`src/rtl/la_pkg.sv`:
```
// Shared definitions for the logic-analysis capture path: frame bytes,
// datapath widths and frame packer state encodings.
package la_pkg;

  localparam int unsigned WORD_W = 64;
  localparam int unsigned BYTE_W = 8;
  localparam int unsigned CNT_W  = 16;

  localparam logic [BYTE_W-1:0] HDR_BYTE_DEF = 8'hA5;
  localparam logic [BYTE_W-1:0] TRL_BYTE_DEF = 8'h5A;

  typedef logic [2:0] state_t;

  localparam state_t ST_IDLE  = 3'd0;
  localparam state_t ST_HDR   = 3'd1;
  localparam state_t ST_RD    = 3'd2;
  localparam state_t ST_LAT   = 3'd3;
  localparam state_t ST_BYTES = 3'd4;
  localparam state_t ST_TRL   = 3'd5;
  localparam state_t ST_CNT_H = 3'd6;
  localparam state_t ST_CNT_L = 3'd7;

endpackage

```
`src/rtl/la_byte_serializer.sv`:
```
// Holds one FIFO word and the registered tx byte/valid pair; the frame
// packer either loads a word, steps to the next byte, or presents a fixed byte.
module la_byte_serializer
  import la_pkg::*;
(
  input  logic              clk,
  input  logic              rst,
  input  logic              load,
  input  logic [WORD_W-1:0] load_data,
  input  logic              shift,
  input  logic              put,
  input  logic [BYTE_W-1:0] put_byte,
  input  logic              drop,
  output logic [BYTE_W-1:0] tx_data,
  output logic              tx_valid,
  output logic              last_c
);

  logic [WORD_W-1:0] shreg;
  logic [2:0]        idx;
  logic [2:0]        idx_dec;

  assign idx_dec = idx - 3'd1;
  assign last_c  = (idx == 3'd0);

  // Priority load > shift > put > drop; only one is raised per cycle anyway.
  always_ff @(posedge clk or posedge rst) begin
    if (rst) begin
      shreg    <= '0;
      idx      <= '0;
      tx_data  <= '0;
      tx_valid <= 1'b0;
    end else if (load) begin
      shreg    <= load_data;
      idx      <= 3'd7;
      tx_data  <= load_data[WORD_W-1 -: BYTE_W];
      tx_valid <= 1'b1;
    end else if (shift) begin
      idx      <= idx_dec;
      tx_data  <= shreg[{idx_dec, 3'b000} +: BYTE_W];
    end else if (put) begin
      tx_data  <= put_byte;
      tx_valid <= 1'b1;
    end else if (drop) begin
      tx_valid <= 1'b0;
    end
  end

endmodule

```
`src/rtl/la_frame_packer.sv`:
```
// Drains the 64-bit sample FIFO into a framed byte stream:
// header, payload (MSB byte first), trailer, 16-bit word count.
module la_frame_packer
  import la_pkg::*;
#(
  parameter logic [7:0]  HDR_BYTE   = HDR_BYTE_DEF,
  parameter logic [7:0]  TRL_BYTE   = TRL_BYTE_DEF,
  parameter int unsigned DONE_GUARD = 4
) (
  input  logic              clk,
  input  logic              rst,
  input  logic              fifo_empty,
  output logic              fifo_rd_en,
  input  logic [WORD_W-1:0] fifo_rdata,
  input  logic              capture_done,
  output logic [BYTE_W-1:0] tx_data,
  output logic              tx_valid,
  input  logic              tx_ready,
  output logic              busy,
  output logic [CNT_W-1:0]  word_count
);

  localparam int unsigned GUARD_W = 8;

  state_t             state;
  state_t             state_next;
  logic               done_pend;
  logic [GUARD_W-1:0] guard;
  logic               accept;
  logic               drained;
  logic               load;
  logic               shift;
  logic               put;
  logic [BYTE_W-1:0]  put_byte;
  logic               drop;
  logic               clr_cnt;
  logic               inc_cnt;
  logic               last_c;

  assign accept     = tx_valid && tx_ready;
  assign drained    = done_pend && (guard == '0) && fifo_empty;
  // Read strobe is decoded so the word lands exactly in LAT.
  assign fifo_rd_en = (state == ST_RD) && !fifo_empty;

  always_comb begin
    state_next = state;
    load       = 1'b0;
    shift      = 1'b0;
    put        = 1'b0;
    put_byte   = '0;
    drop       = 1'b0;
    clr_cnt    = 1'b0;
    inc_cnt    = 1'b0;
    case (state)
      ST_IDLE: begin
        if (!fifo_empty || drained) begin
          state_next = ST_HDR;
          clr_cnt    = 1'b1;
          put        = 1'b1;
          put_byte   = HDR_BYTE;
        end
      end
      ST_HDR: begin
        if (accept) begin
          if (drained) begin
            state_next = ST_TRL;
            put        = 1'b1;
            put_byte   = TRL_BYTE;
          end else begin
            state_next = ST_RD;
            drop       = 1'b1;
          end
        end
      end
      ST_RD: begin
        if (!fifo_empty) begin
          state_next = ST_LAT;
        end else if (drained) begin
          state_next = ST_TRL;
          put        = 1'b1;
          put_byte   = TRL_BYTE;
        end
      end
      ST_LAT: begin
        state_next = ST_BYTES;
        load       = 1'b1;
        inc_cnt    = 1'b1;
      end
      ST_BYTES: begin
        if (accept) begin
          if (last_c) begin
            state_next = ST_RD;
            drop       = 1'b1;
          end else begin
            shift = 1'b1;
          end
        end
      end
      ST_TRL: begin
        if (accept) begin
          state_next = ST_CNT_H;
          put        = 1'b1;
          put_byte   = word_count[15:8];
        end
      end
      ST_CNT_H: begin
        if (accept) begin
          state_next = ST_CNT_L;
          put        = 1'b1;
          put_byte   = word_count[7:0];
        end
      end
      ST_CNT_L: begin
        if (accept) begin
          state_next = ST_IDLE;
          drop       = 1'b1;
        end
      end
      default: state_next = ST_IDLE;
    endcase
  end

  // A capture_done coinciding with TRL entry stays pending for the next frame.
  always_ff @(posedge clk or posedge rst) begin
    if (rst) begin
      state      <= ST_IDLE;
      done_pend  <= 1'b0;
      guard      <= '0;
      word_count <= '0;
      busy       <= 1'b0;
    end else begin
      state <= state_next;
      busy  <= (state_next != ST_IDLE);
      if (capture_done) begin
        done_pend <= 1'b1;
      end else if ((state_next == ST_TRL) && (state != ST_TRL)) begin
        done_pend <= 1'b0;
      end
      if (capture_done) begin
        guard <= GUARD_W'(DONE_GUARD);
      end else if (guard != '0) begin
        guard <= guard - GUARD_W'(1);
      end
      if (clr_cnt) begin
        word_count <= '0;
      end else if (inc_cnt && (word_count != '1)) begin
        word_count <= word_count + CNT_W'(1);
      end
    end
  end

  la_byte_serializer u_ser (
    .clk       (clk),
    .rst       (rst),
    .load      (load),
    .load_data (fifo_rdata),
    .shift     (shift),
    .put       (put),
    .put_byte  (put_byte),
    .drop      (drop),
    .tx_data   (tx_data),
    .tx_valid  (tx_valid),
    .last_c    (last_c)
  );

endmodule

```
`config.mk`:
```
export PLATFORM = sky130hd
export DESIGN_NAME = la_frame_packer
export DESIGN_NICKNAME = d
export VERILOG_FILES = /design/src/rtl/la_pkg.sv /design/src/rtl/la_byte_serializer.sv /design/src/rtl/la_frame_packer.sv
export SDC_FILE = /design/constraint.sdc
export NUM_CORES = 1
export LEC_CHECK = 0
export CAP_MARGIN = 20
export CELL_PAD_IN_SITES_DETAIL_PLACEMENT = 0
export CELL_PAD_IN_SITES_GLOBAL_PLACEMENT = 2
export CORE_MARGIN = 3
export CORE_UTILIZATION = 32
export DETAILED_ROUTE_END_ITERATION = 12
export HOLD_SLACK_MARGIN = 0.02
export PLACE_DENSITY = 0.77
export RECOVER_POWER = 100
export SYNTH_ARGS = -nofsm -noshare
export SYNTH_HDL_FRONTEND = slang
export SYNTH_SLANG_ARGS = --single-unit
```
`constraint.sdc`:
```
create_clock -name clk -period 4 [get_ports clk]
set_input_delay 0.6 -clock clk [delete_from_list [all_inputs] [get_ports clk]]
set_output_delay 0.6 -clock clk [all_outputs]
set_load 0.02 [all_outputs]
```
# [Word-level counts from Yosys, hierarchy flattened]
# Cells that the tools add are included.
[totals] output_inout_bits=27 latch_bits=0 romBits=0 reg_bits=105 ram_bits=0 memories=0 inputBits=69
[classes] eq_ne=11 reduce_logical=21 n_addsub=3 mul=0 bitwise_logic=0 n_lt_le_gt_ge=0 shifts=1 n_mux=49 div=0
[ops] op="$mux W8" count=8
[ops] op="$shiftx A64 B7 Y8" count=1
[ops] op="$pmux W8 S5" count=1
[ops] op="$mux W3" count=12
[ops] op="$mux W16" count=2
[ops] op="$pmux W3 S8" count=1
[ops] op="$mux W7" count=3
[ops] op="$mux W1" count=20
[ops] op="$add A16 B1 Y16 const B" count=1
[ops] op="$ne A16 B16 Y1 const B" count=1
[ops] op="$eq A3 B3 Y1 const B" count=5
[ops] op="$reduce_bool A3 Y1" count=3
[ops] op="$logic_not A8 Y1" count=1
[ops] op="$reduce_bool A2 Y1" count=4
[ops] op="$reduce_bool A8 Y1" count=1
[ops] op="$sub A8 B1 Y8 const B" count=1
[ops] op="$eq A3 B2 Y1 const B" count=2
[ops] op="$logic_and A1 B1 Y1" count=6
[ops] op="$logic_not A3 Y1" count=2
[ops] op="$pmux W1 S4" count=1
[ops] op="$eq A3 B1 Y1 const B" count=1
[ops] op="$ne A3 B3 Y1 const B" count=1
[ops] op="$pmux W1 S3" count=1
[ops] op="$sub A3 B1 Y3 const B" count=1
[ops] op="other kinds (5)" count=5

# [Logic depth before layout (Yosys ltp)]
[depth] ltp_word=10 ltp_mapped=11

# [Modules after synthesis]
# Synthesis repeated with hierarchy kept, for this count alone.
[hier_totals] hier_cells=483 area_unflattened_um2=5580.4
[by_module_without_submodules] module="la_byte_serializer" seq_area_each_um2=1901.8 cells_per_inst=255 instances=1 area_each_um2=3678.5
[by_module_without_submodules] module="la_frame_packer" seq_area_each_um2=725.7 cells_per_inst=228 instances=1 area_each_um2=1901.8

# [Worst setup path before layout]
# No wires, ideal clock.
[synth_path] kind="flip-flop to flip-flop" from="register u_ser.idx[0]" to="register u_ser.tx_data[1]" setup_time_ns=0.125 slack_ns=1.370 path_stages_with_launch=12 t_arrival_ns=2.504 path_buffers=4 synth_period_minus_slack_ns=2.630 cell_sequence="dfrtp_1 buf_2 clkbuf_1 inv_1 ha_1 nor2b_2 or3_1 clkbuf_1 o21ai_2 or2_1 buf_6 mux2_4"
[synth_between] elab_chain_len=6 elab_cells_between_ends=9 cone_classes="add/sub (1); shift (1); mux (5); reduce/logical (2)"
[synth_rtl] item="start, declared" line_no="la_byte_serializer.sv:20" rtl="logic [2:0] idx;"
[synth_rtl] item="start signal, assigned" line_no="la_byte_serializer.sv:39" rtl="idx <= idx_dec;"
[synth_rtl] item="branches (longest 6 deep; another with $sub A3 B1 Y3)"
[synth_rtl] item="end signal, assigned" line_no="la_byte_serializer.sv:36" rtl="tx_data <= load_data[WORD_W-1 -: BYTE_W];"
[synth_rtl] item="end signal, assigned" line_no="la_byte_serializer.sv:40" rtl="tx_data <= shreg[{idx_dec, 3'b000} +: BYTE_W];"
[synth_rtl] item="end signal, assigned" line_no="la_byte_serializer.sv:42" rtl="tx_data <= put_byte;"
[synth_rtl] item="end, declared" line_no="la_byte_serializer.sv:14" rtl="output logic [BYTE_W-1:0] tx_data,"
# Several ways; the timed one is not identified.
# A chain may end at the register's enable or synchronous reset.

# [Worst setup path in the final report]
[layout_path] from="register guard[2]" to="register u_ser.tx_data[1]"
[layout_between] elab_chain_len=9 elab_cells_between_ends=17 cone_classes="mux (12); reduce/logical (5)"
[layout_rtl] item="start, declared" line_no="la_frame_packer.sv:28" rtl="logic [GUARD_W-1:0] guard;"
[layout_rtl] item="start signal, assigned" line_no="la_frame_packer.sv:140" rtl="guard <= GUARD_W'(DONE_GUARD);"
[layout_rtl] item="start signal, assigned" line_no="la_frame_packer.sv:142" rtl="guard <= guard - GUARD_W'(1);"
[layout_rtl] item="$logic_not A8 Y1 (*)" line_no="la_frame_packer.sv:41" rtl="assign drained = done_pend && (guard == '0) && fifo_empty;"
[layout_rtl] item="$logic_and A1 B1 Y1 (*) (2 in series)" line_no="la_frame_packer.sv:41"
[layout_rtl] item="$mux W7" line_no="la_frame_packer.sv:65, la_frame_packer.sv:78"
[layout_rtl] item="$mux W7 (on tied branches)" line_no="la_frame_packer.sv:76, la_frame_packer.sv:64"
[layout_rtl] item="$pmux W8 S5" line_no="la_frame_packer.sv:54" rtl="case (state)"
[layout_rtl] item="$mux W8" line_no="la_byte_serializer.sv:41" rtl="end else if (put) begin"
[layout_rtl] item="$mux W8" line_no="la_byte_serializer.sv:38" rtl="end else if (shift) begin"
[layout_rtl] item="$mux W8" line_no="la_byte_serializer.sv:33" rtl="end else if (load) begin"
# Mark *: on every way between the ends. The rest lies on a longest branch, timed or not. The select of a mux whose other input is x is not followed.

==> flow_summary_export.csv <==
group,metric,value,unit
setup_path,required,4.24,ns
global_route,grt_max_degree,69,
die,die_h,134.8,um
setup_path,cp-startpoint,"guard[2]$_DFFE_PP0P_",
logic_synthesis,synth_cells,572,
place,dpl_cell_area,6451,sq um
setup_path,start_kind,"flip-flop",
setup_path,worstReg2RegStart,"guard[2]$_DFFE_PP0P_",
clock_tree,h-tree-depth,3,
die,num_rows,46,
setup_path,worstSetupEndpoint,"u_ser.tx_data[1]$_DFFE_PP0P_",
place,dp_hpwl,9857,um
sta,setup_viol,0,
clock_tree,ctsHoldBuffers,0,
setup_path,critical_path_arrival,3.42,ns
min_path,hp-start,"u_ser.shreg[54]$_DFFE_PP0P_",
die,design.die.area,18160,sq um
clock_tree,cts_tree,"yes",
routing,drt_iter0_markers,240,
setup_path,reg2reg_depth,5,
clock_tree,clk_latency,0.36,ns
routing,drt_drc_violations_left,0,
sta,worst_pin_slew,2.309,ns
place,gp_congestion,0.7861,
logic_synthesis,ys.warnings.count,0,
min_path,hold_depth,2,
logic_synthesis,seq_area_frac_synth,49.53,%
sta,max_slew_margin,-54.79,%
power,power,5011,uW
finish,final_util,41.82,%
setup_path,path_max_fanout,9,
logic_synthesis,synthArstFlopShare,100.0,%
clock_tree,clockBufferDepth,2,
sta,tns,0,ns
global_route,grt_pass1_wl,22510,um
logic_synthesis,synth-edff-count,0,
sta,post-route-min-period,3.174,ns
finish,nets,726,
global_route,antenna_found_initial,0,
power,leakage,0.003001,uW
sta,fin_crit_sh,79.36,%
die,die_w,134.8,um
routing,wl,13640,um
clock_tree,clkTransAtPathRegs,0.07,ns
setup_path,endpoint_kind,"flip-flop",
clock_tree,cts.sinks,105,
finish,final_area,6715,sq um
global_route,gr-total-overflow,0,
finish,syn2layout_area_growth,26.58,%
die,core,16060,sq um
routing,vias,4282,
power,power.density,746.2,nW/um^2
place,io_buffers,95,
global_route,grt_use_total,15.75,%
die,num_io_pins,96,
finish,num-fill-cells,1572,
clock_tree,cts_setup_buffers,0,
setup_path,r2r_slack,0.83,ns
logic_synthesis,ys_ff_latch,105,
logic_synthesis,synth_fp_nets,646,
logic_synthesis,synth_area,5305,sq um
run_status,outcome,"complete, but fails checks",
finish,layout-drive-gt1-share,8.067,%
run_status,violations,"max-capacitance violations, max-slew violations",
min_path,hold_path.class,"flip-flop to flip-flop",
logic_synthesis,netlist-cell-type-count,56,
routing,drt_first_pass_iters,4,
power,peakVddDrop,244.7,uV
sta,finClkSkew,0.006941,ns
run,max-cap-violations,1,
clock_tree,root_buffer,"clkbuf_16",
setup_path,critPathKind,"flip-flop to flip-flop",
sta,hold_viol_final,0,
logic_synthesis,syn-mean-instance-area,9.275,sq um
clock_tree,numCtsBuffers,9,
setup_path,r2r-end,"u_ser.tx_data[1]$_DFFE_PP0P_",
sta,rsz0062_at_grt,"false",
finish,diodes,0,
global_route,grt_pass1_vias,4349,
sta,slew_violations,52,
routing,final_antenna_net_count,0,
sta,fmax,315.0,MHz
clock_tree,cts_resized,0,
logic_synthesis,synthFlopType,"dfrtp_1",
die,initial_core_util,33.04,%
routing,routedWlPerCell,15.62,um
routing,via_per_inst,4.905,
-- state kept, by name (all words and copies together) (netlist names) --
register        flops
busy                1
done_pend           1
guard               8
state               3
u_ser.idx           3
u_ser.shreg        64
u_ser.tx_data       8
u_ser.tx_valid      1
word_count         16
-- through the flow --
step / hold WS [ns] / std cells / worst slack (ns)
6_report: 0.4746 / 873 / 0.8257
5_1_grt: 0.4906 / 873 / 0.5963
4_1_cts: 0.4751 / 873 / 1.389
3_5_place_dp: 0.4567 / 857 / 1.090
3_3_place_gp: 0.4534 / 857 / 1.121
2_1_floorplan: 0.4403 / 572 / 0.6395
-- placed cells by master (no fill, tap or decap), drive strengths merged, types with 5 or more instances in the layout --
cell type / synthesis / layout
nand2: 218 / 218
dfrtp: 105 / 105
clkdlybuf4s50: 0 / 66
nor2: 37 / 37
dlygate4sd3: 0 / 29
mux4: 16 / 16
xnor2: 16 / 16
inv: 10 / 13
a21oi: 12 / 12
nand3: 11 / 11
nor3: 11 / 11
clkbuf: 17 / 11
a22oi: 8 / 8
nand4: 8 / 8
a211oi: 7 / 7
buf: 17 / 7
a31oi: 6 / 6
or3: 5 / 5
a2bb2oi: 5 / 5
ha: 5 / 5
mux2: 5 / 5
-- cells in the mapped netlist, types with 6 or more instances --
library cell	number	area [sq um]
a211oi_1	7	52.55
a21oi_1	12	60.06
a22oi_1	8	60.06
a31oi_1	6	37.54
buf_2	13	65.06
clkbuf_1	17	63.81
dfrtp_1	105	2628
inv_1	10	37.54
mux4_2	16	360.4
nand2_1	218	818.3
nand3_1	11	55.05
nand4_1	8	50.05
nor2_1	37	138.9
nor3_1	11	55.05
xnor2_1	16	140.1
-- how the worst min path moves through the flow --
stage,to,slack [ns]
final,u_ser.shreg[54]$_DFFE_PP0P_,0.47
after CTS,u_ser.shreg[54]$_DFFE_PP0P_,0.48
after floorplan,u_ser.shreg[10]$_DFFE_PP0P_,0.44
after global placement,u_ser.shreg[52]$_DFFE_PP0P_,0.45
after detailed placement,u_ser.shreg[52]$_DFFE_PP0P_,0.46
after global routing,done_pend$_DFFE_PP0P_,0.49
-- cell type report --
type                            count  area (sq um)  area share (%)
Clock buffer                       10         229.0           3.410
Multi-Input combinational cell    423          2471           36.80
Inverter                           10         38.79          0.5776
Clock inverter                      6         57.56          0.8571
Timing Repair Buffer              103          1021           15.20
Sequential cell                   105          2628           39.13
Tap cell                          216         270.3           4.025
-- per-layer routing --
layer	routed length, um	global-route usage, %	up-vias
met5	0	0	-
met4	183	3.846	0
met3	764	4.322	16
met2	6449	25.26	102
met1	6239	21.32	2079
li1	-	-	2085
-- kinds of logic after synthesis --
family | count (synthesis) | share of synthesized area (%)
muxes | 24 | 8.703
and+or+nand+nor | 316 | 25.68
buffers and inverters | 44 | 3.561
adders and majority gates | 5 | 1.179
xor gates and xnor gates | 19 | 3.137
DFF | 105 | 49.53
AOI/OAI and AO/OA | 59 | 8.208
-- worst max-delay path: stages, from the launching register on --
cell and delay [ns]:
dfrtp_1 0.43, nor4_1 1.09, a21boi_0 0.50, o21ai_2 0.35, or2_1 0.36, mux2_4 0.34
-- report_power, final --
| part | switching (uW) | internal, uW |
|---|---|---|
| clock network | 423 | 438 |
| registers | 413 | 1550 |
| logic | 1130 | 1050 |
No activity file was read; power rests on OpenSTA's default activity.
